$ cat config.mk
export PLATFORM = sky130hd
export DESIGN_NAME = sap_control_unit
export DESIGN_NICKNAME = d
export VERILOG_FILES = /design/src/rtl/sap_pkg.sv /design/src/rtl/sap_microcode_rom.sv /design/src/rtl/sap_control_unit.sv
export SDC_FILE = /design/constraint.sdc
export NUM_CORES = 1
export LEC_CHECK = 0
export ABC_AREA = 1
export CAP_MARGIN = 20
export CORE_MARGIN = 10
export CORE_UTILIZATION = 40
export CTS_BUF_LIST = sky130_fd_sc_hd__clkbuf_8
export CTS_CLUSTER_DIAMETER = 30
export DETAILED_ROUTE_END_ITERATION = 16
export PLACE_DENSITY_LB_ADDON = 0.08
export RECOVER_POWER = 25
export REMOVE_ABC_BUFFERS = 1
export SETUP_SLACK_MARGIN = 0.3
export SYNTH_ARGS = -nofsm -noshare
export SYNTH_HDL_FRONTEND = slang
export SYNTH_SLANG_ARGS = --single-unit
$ cat constraint.sdc
create_clock -name clk -period 3.6 [get_ports clk]
set_input_delay 0.54 -clock clk [delete_from_list [all_inputs] [get_ports clk]]
set_output_delay 0.54 -clock clk [all_outputs]
set_load 0.01 [all_outputs]
$ cat src/rtl/sap_pkg.sv
// Shared encodings for the SAP microsequencer: opcodes, T-state numbers and the
// control-word layout carried between the microcode ROM and the top.
package sap_pkg;

    localparam logic [3:0] OP_NOP = 4'h0;
    localparam logic [3:0] OP_LDA = 4'h1;
    localparam logic [3:0] OP_ADD = 4'h2;
    localparam logic [3:0] OP_SUB = 4'h3;
    localparam logic [3:0] OP_STA = 4'h4;
    localparam logic [3:0] OP_LDI = 4'h5;
    localparam logic [3:0] OP_JMP = 4'h6;
    localparam logic [3:0] OP_JC  = 4'h7;
    localparam logic [3:0] OP_JZ  = 4'h8;
    localparam logic [3:0] OP_OUT = 4'hE;
    localparam logic [3:0] OP_HLT = 4'hF;

    localparam logic [2:0] T0 = 3'd0;
    localparam logic [2:0] T1 = 3'd1;
    localparam logic [2:0] T2 = 3'd2;
    localparam logic [2:0] T3 = 3'd3;
    localparam logic [2:0] T4 = 3'd4;

    localparam int CW_W = 15;

    typedef struct packed {
        logic out_load;
        logic flags_load;
        logic alu_sub;
        logic alu_enable;
        logic b_load;
        logic a_enable;
        logic a_load;
        logic ir_enable;
        logic ir_load;
        logic ram_load;
        logic ram_enable;
        logic mar_load;
        logic pc_enable;
        logic pc_load;
        logic pc_inc;
    } ctrl_word_t;

endpackage

$ cat src/rtl/sap_microcode_rom.sv
// Combinational microcode: (step, opcode, flags) -> control word plus a flag
// marking the final step of the instruction. Unused opcodes and HLT decode as NOP.
module sap_microcode_rom
    import sap_pkg::*;
(
    input  logic [2:0]  step,
    input  logic [3:0]  opcode,
    input  logic        flag_c,
    input  logic        flag_z,
    output ctrl_word_t  cw,
    output logic        last_step
);

    always_comb begin
        cw        = '0;
        last_step = 1'b0;
        case (step)
            T0: begin
                cw.pc_enable = 1'b1;
                cw.mar_load  = 1'b1;
            end
            T1: begin
                cw.ram_enable = 1'b1;
                cw.ir_load    = 1'b1;
                cw.pc_inc     = 1'b1;
            end
            T2: begin
                case (opcode)
                    OP_LDA, OP_ADD, OP_SUB, OP_STA: begin
                        cw.ir_enable = 1'b1;
                        cw.mar_load  = 1'b1;
                    end
                    OP_LDI: begin
                        cw.ir_enable = 1'b1;
                        cw.a_load    = 1'b1;
                        last_step    = 1'b1;
                    end
                    OP_JMP: begin
                        cw.ir_enable = 1'b1;
                        cw.pc_load   = 1'b1;
                        last_step    = 1'b1;
                    end
                    OP_JC: begin
                        cw.ir_enable = flag_c;
                        cw.pc_load   = flag_c;
                        last_step    = 1'b1;
                    end
                    OP_JZ: begin
                        cw.ir_enable = flag_z;
                        cw.pc_load   = flag_z;
                        last_step    = 1'b1;
                    end
                    OP_OUT: begin
                        cw.a_enable = 1'b1;
                        cw.out_load = 1'b1;
                        last_step   = 1'b1;
                    end
                    default: last_step = 1'b1;
                endcase
            end
            T3: begin
                case (opcode)
                    OP_LDA: begin
                        cw.ram_enable = 1'b1;
                        cw.a_load     = 1'b1;
                        last_step     = 1'b1;
                    end
                    OP_ADD, OP_SUB: begin
                        cw.ram_enable = 1'b1;
                        cw.b_load     = 1'b1;
                    end
                    OP_STA: begin
                        cw.a_enable = 1'b1;
                        cw.ram_load = 1'b1;
                        last_step   = 1'b1;
                    end
                    default: last_step = 1'b1;
                endcase
            end
            T4: begin
                last_step = 1'b1;
                if (opcode == OP_ADD || opcode == OP_SUB) begin
                    cw.alu_enable = 1'b1;
                    cw.a_load     = 1'b1;
                    cw.flags_load = 1'b1;
                    cw.alu_sub    = (opcode == OP_SUB);
                end
            end
            default: last_step = 1'b1;
        endcase
    end

endmodule

$ cat src/rtl/sap_control_unit.sv
// SAP CPU microsequencer: step counter and halt latch around the microcode ROM.
// Strobes are combinational and forced low during reset and while halted.
module sap_control_unit
    import sap_pkg::*;
#(
    parameter int         T_LAST     = 4,
    parameter logic [3:0] HLT_OPCODE = 4'hF
) (
    input  logic       clk,
    input  logic       rst,
    input  logic [3:0] opcode,
    input  logic       flag_c,
    input  logic       flag_z,
    output logic       pc_inc,
    output logic       pc_load,
    output logic       pc_enable,
    output logic       mar_load,
    output logic       ram_enable,
    output logic       ram_load,
    output logic       ir_load,
    output logic       ir_enable,
    output logic       a_load,
    output logic       a_enable,
    output logic       b_load,
    output logic       alu_enable,
    output logic       alu_sub,
    output logic       flags_load,
    output logic       out_load,
    output logic       halted,
    output logic [2:0] t_state
);

    localparam logic [2:0] T_LAST_STEP = 3'(T_LAST);

    logic [2:0] step_q, step_d;
    logic       halted_q, halted_d;
    ctrl_word_t rom_cw, cw;
    logic       last_step;

    sap_microcode_rom u_rom (
        .step      (step_q),
        .opcode    (opcode),
        .flag_c    (flag_c),
        .flag_z    (flag_z),
        .cw        (rom_cw),
        .last_step (last_step)
    );

    // HLT leaves the counter parked on T2 so t_state reads 2 while halted.
    always_comb begin
        step_d   = step_q;
        halted_d = halted_q;
        if (!halted_q) begin
            if (step_q == T2 && opcode == HLT_OPCODE) begin
                halted_d = 1'b1;
            end else if (last_step || step_q >= T_LAST_STEP) begin
                step_d = T0;
            end else begin
                step_d = step_q + 3'd1;
            end
        end
    end

    always_ff @(posedge clk) begin
        if (rst) begin
            step_q   <= T0;
            halted_q <= 1'b0;
        end else begin
            step_q   <= step_d;
            halted_q <= halted_d;
        end
    end

    always_comb begin
        cw = rom_cw;
        if (rst || halted_q) begin
            cw = '0;
        end
    end

    assign pc_inc     = cw.pc_inc;
    assign pc_load    = cw.pc_load;
    assign pc_enable  = cw.pc_enable;
    assign mar_load   = cw.mar_load;
    assign ram_enable = cw.ram_enable;
    assign ram_load   = cw.ram_load;
    assign ir_load    = cw.ir_load;
    assign ir_enable  = cw.ir_enable;
    assign a_load     = cw.a_load;
    assign a_enable   = cw.a_enable;
    assign b_load     = cw.b_load;
    assign alu_enable = cw.alu_enable;
    assign alu_sub    = cw.alu_sub;
    assign flags_load = cw.flags_load;
    assign out_load   = cw.out_load;
    assign halted     = halted_q;
    assign t_state    = step_q;

endmodule

# Word level (Yosys, flattened, before mapping)
# Cells that the tools add are included.
# totals
regBits,4
inputBits,8
output_inout_bits,19
wordCells,61
# classes
add_sub_neg,1
n_lt_le_gt_ge,1
n_eq_ne,14
mux,30
n_bitwise,2
n_reduce_logical,11
# op_table
op,n
two-way mux 1 bit,19
"equality test 4 x 3 -> 1 bit, second input constant",4
two-way mux 15 bit,1
"equality test 4 bit, second input constant",3
case mux 1 bit (3 select lines),4
two-way mux 3 bit,3
"equality test 4 x 2 -> 1 bit, second input constant",2
"equality test 3 x 2 -> 1 bit, second input constant",2
case mux 1 bit (2 select lines),3
OR reduction 6 bit,1
"equality test 4 x 1 -> 1 bit, second input constant",1
OR reduction 2 bit,2
OR reduction 4 bit,1
"adder 3 x 1 -> 3 bit, second input constant",1
"equality test 3 x 1 -> 1 bit, second input constant",1
"equality test 3 bit, second input constant",1
">= comparator 3 bit, second input constant",1
zero test 3 bit,1
logical OR 1 bit,3
OR reduction 3 bit,1
NOT 1 bit,2
AND reduction 2 bit,1
logical AND 1 bit,1

# Depth between registers and ports, before layout
# depth
depth_word,6
ltp_mapped,8
mapped_depth_nobuf,8

# Modules after synthesis
# Synthesis repeated with hierarchy kept, for this count alone.
# unflattened
cells_unflattened,129
hier_area_um2,645.6
# modules_own_cells
module,instances,cells_per_inst,area_per_inst_um2,seq_area_each_um2
sap_control_unit,1,65,350.3,80.1
sap_microcode_rom,1,64,295.3,0.0

# Least setup slack after synthesis
# OpenSTA, ideal clock, no wires.
# synth_path
path_kind,in2out
startpoint,input opcode[3]
endpoint,output flags_load
arrival_ps,1193
required_time_ps,3060
slack_ps,1867
path_stages,4
n_path_buf,1
path_cell_list,nor2_2 > nand4_1 > nor2_1 > buf_4
# synth_between
elab_chain_cells,5
word_cells_on_any_way,6
cone_classes,eq/ne: 2; mux: 3; reduce/logical: 1
# synth_lines
item,line_no,source
from (decl),sap_control_unit.sv:11,"input logic [3:0] opcode,"
equality test 4 x 2 -> 1 bit,sap_microcode_rom.sv:82,if (opcode == OP_ADD || opcode == OP_SUB) begin
logical OR 1 bit *,sap_microcode_rom.sv:82,
two-way mux 3 bit *,sap_microcode_rom.sv:82,
two-way mux 3 bit *,sap_microcode_rom.sv:17,case (step)
two-way mux 15 bit *,sap_control_unit.sv:76,if (rst || halted_q) begin
to (decl),sap_control_unit.sv:27,"output logic flags_load,"
# Mark *: on every way between the ends. The rest lies on a longest branch, timed or not.

# Worst setup path after layout
# layout_path
startpoint,input opcode[1]
endpoint,output a_enable
# layout_between
elab_chain_cells,4
word_cells_on_any_way,6
cone_classes,eq/ne: 2; mux: 4
# layout_lines
item,line_no,source
equality test 4 x 3 -> 1 bit or equality test 4 bit (tied branches),"sap_microcode_rom.sv:62, sap_microcode_rom.sv:28",
two-way mux 1 bit (on tied branches),"sap_microcode_rom.sv:62, sap_microcode_rom.sv:28",
case mux 1 bit (2 select lines) *,sap_microcode_rom.sv:17,
two-way mux 15 bit *,sap_control_unit.sv:76,
to (decl),sap_control_unit.sv:23,"output logic a_enable,"
# Marks and branches as above.

==> run summary <==
Clk_lat worst skew -> 0.22 ns
CP max-delay cell -> dlygate4sd3_1
Worst setup EP type -> primary output
Sequential area share after synthesis -> 13.7%
Crit-path cells -> dlygate4sd3_1 > nor2_1 > nand2_1 > inv_1 > nand3_1 > a21oi_1 > clkdlybuf4s50_1
Routed vias -> 692
Achievable Freq -> 0.350 GHz
Syn. warnings -> 0
Buffers on Ports -> 26
Pwr Density -> 427 mW/mm^2
Area occupied by multi-input gates -> 407 um^2
Global-route wire length before repair -> 2.93 mm
Post-synth ARST share -> 0%
Pleak -> 0.439 nW
Placer Congestion -> 0.836
Top-area cell type share of the netlist area -> 16.1%
Layout cell share with drive strength beyond 1 -> 10.9%
Global Route Usage Sum -> 10.7%
Slew @ Worst Pin -> 0.265 ns
1st-iter DRT viols -> 21
Die Footprint -> 0.00338 mm^2
H-Tree Depth -> 1
Setup tns final -> 0 ns
Clock buffer depth -> 2
Unique masters post-synth -> 18
Stages on worst setup path -> 7
Clock Sinks -> 4
Largest fanout on the critical path -> 7
Ant diodes -> 0
Yosys reg bits -> 4
CP bufs+invs -> 3
Unrepaired setup endpoints after global routing -> no
Commonest cells post-synth -> nand2_1 (25), inv_1 (16), nand3_1 (12)
Kind of critical path -> input pin to primary output
Hold_buf cts -> 0
Min-delay worst type -> flop to flop
CTS buffer count -> 3
Vias in the first global route -> 698
Number of routed nets with antenna violations -> 0
Final nets -> 143
Number of synthesized flops with an enable pin -> 0
Layout area overhead -> 50.6%
Layout fillers -> 124
CTS tree -> built
Core area -> 0.00133 mm^2
Ports -> 27
Status -> complete, no violations
Top post-synthesis cells by area -> nand2_1 (16%), dfxtp_1 (14%), ha_1 (11%), nand3_1 (10%), inv_1 (10%)
Die W -> 58.2 um
Clk slew on worst S/H paths -> 0.03 ns
Element type at the critical path start -> input pin
Min-Delay Path Depth -> 2
Endpoints failing setup -> 0
Hold WS -> 0.523 ns
Sequential Area -> 80.1 um^2
Total gr overflow -> 0
CTS root buffer -> clkbuf_8
Routed WL per cell -> 11.4 um
Post-Syn Area -> 583 um^2
Peak supply drop -> 0.000353 V
Critical Path AT -> 2.31 ns
Worst stage delay on the critical path -> 0.63 ns
Final HPWL from detailed placement -> 1.42 mm
Starting Density -> 43.7%
Post-synthesis average cell area -> 5.77 um^2
Drt pass-1 iters -> 4
Cell depth of the worst flop-to-flop path -> 7
Largest net degree at the start of global routing -> 8
Max-Slew Margin vs Limit -> 82.3%
Final clock skew -> 0.00204 ns
Synth Flop Type -> dfxtp_1
Die outline height -> 58.2 um
Post-CTS setup buffer count -> 0
Initial antenna violation count -> 0
Row cnt -> 13
CP top delay family -> buffers and inverters
Cts repair resizes -> 0
Critical Path RT -> 3.06 ns
Final Hold Fails -> 0
Top-count cell post-synth -> nand2_1
Mapped Cells -> 101
DRC errors left -> 0
Crit share post-route -> 79.3%
Max-Cap Viols -> 0
Final min period -> 2.85 ns
Post-Layout Cell Count -> 143
Routed wire length -> 1.63 mm
Max Slew Vio Count -> 0
Inst Count DP -> 140
Cell taking the most area after synthesis -> nand2_1
Routed vias/inst -> 4.84
## layout by cell type (no fill, tap or decap)
cell and count:
inv_1 16, nand4_1 2, inv_2 3, dfxtp_1 4, nand2_2 2, ha_1 5, nor2_2 1, a21oi_1 7
o22ai_1 1, a21oi_2 1, o21ai_0 1, nand2_4 1, nor2_4 3, nor3_1 2, nand3_1 12, clkbuf_8 3
dlygate4sd3_1 2, clkdlybuf4s50_1 24, nand2_1 26, nor2_1 12
## final timing paths
check	endpoint	from	slack, ns
worst max-delay path	a_enable	opcode[1]	0.75
worst min register to register	t_state[0]	t_state[0]	0.52
worst min-delay path	t_state[0]	t_state[0]	0.52
worst max register to register	t_state[2]	t_state[1]	2.31
## cell families after synthesis
logic type,Yosys count,synth area share [%]
adders and majority gates,5,10.7
DFF,4,13.7
AOI/OAI and AO/OA,10,9.44
buffers and inverters,21,14.8
and+or+nand+nor,61,51.3
## metrics by stage
step | power (W) | setup WS, ns | instance area [um^2] | utilization [%]
after floorplan | 0.000191 | 1.87 | 568 | -
after global placement | 0.000284 | 0.821 | 847 | 63.5
after detailed placement | 0.000286 | 0.760 | 847 | 63.5
after CTS | 0.000383 | 0.758 | 888 | 66.6
after global routing | 0.000411 | 0.611 | 878 | 65.9
final | 0.000375 | 0.746 | 878 | 65.9
## registers in the layout (all words and copies together), names as in the netlist
name     cells
halted       1
t_state      3
## per-layer routing
metal,track usage (%),vias up,routed length (um),part of all wire [%]
met5,0,-,0,0
li1,-,371,-,-
met2,17.6,19,798,49
met4,8.05,0,55,3.4
met1,11.1,297,675,41
met3,3.27,5,100,6.1
## worst reg2reg max path: cells and delay by family, from the launching register on
| family | cells | cell delay [ns] |
|---|---|---|
| DFF | 1 | 0.42 |
| and+or+nand+nor | 3 | 0.20 |
| AOI/OAI and AO/OA | 1 | 0.12 |
| adders and majority gates | 2 | 0.45 |
| buffers and inverters | 1 | 0.05 |
## area by class of cell
class,count,share of cell area [%]
Clock buffer,3,4.70
Inverter,19,8.12
Multi-Input combinational cell,76,46.3
Sequential cell,4,9.12
Tap cell,15,2.14
Timing Repair Buffer,26,29.6
## power breakdown
group	switching [W]	total [W]	internal, W
logic	0.000109	0.000208	0.0000988
clock network	0.0000231	0.0000943	0.0000712
registers	0.0000164	0.0000722	0.0000559
Power figures use the tool's default switching activity.
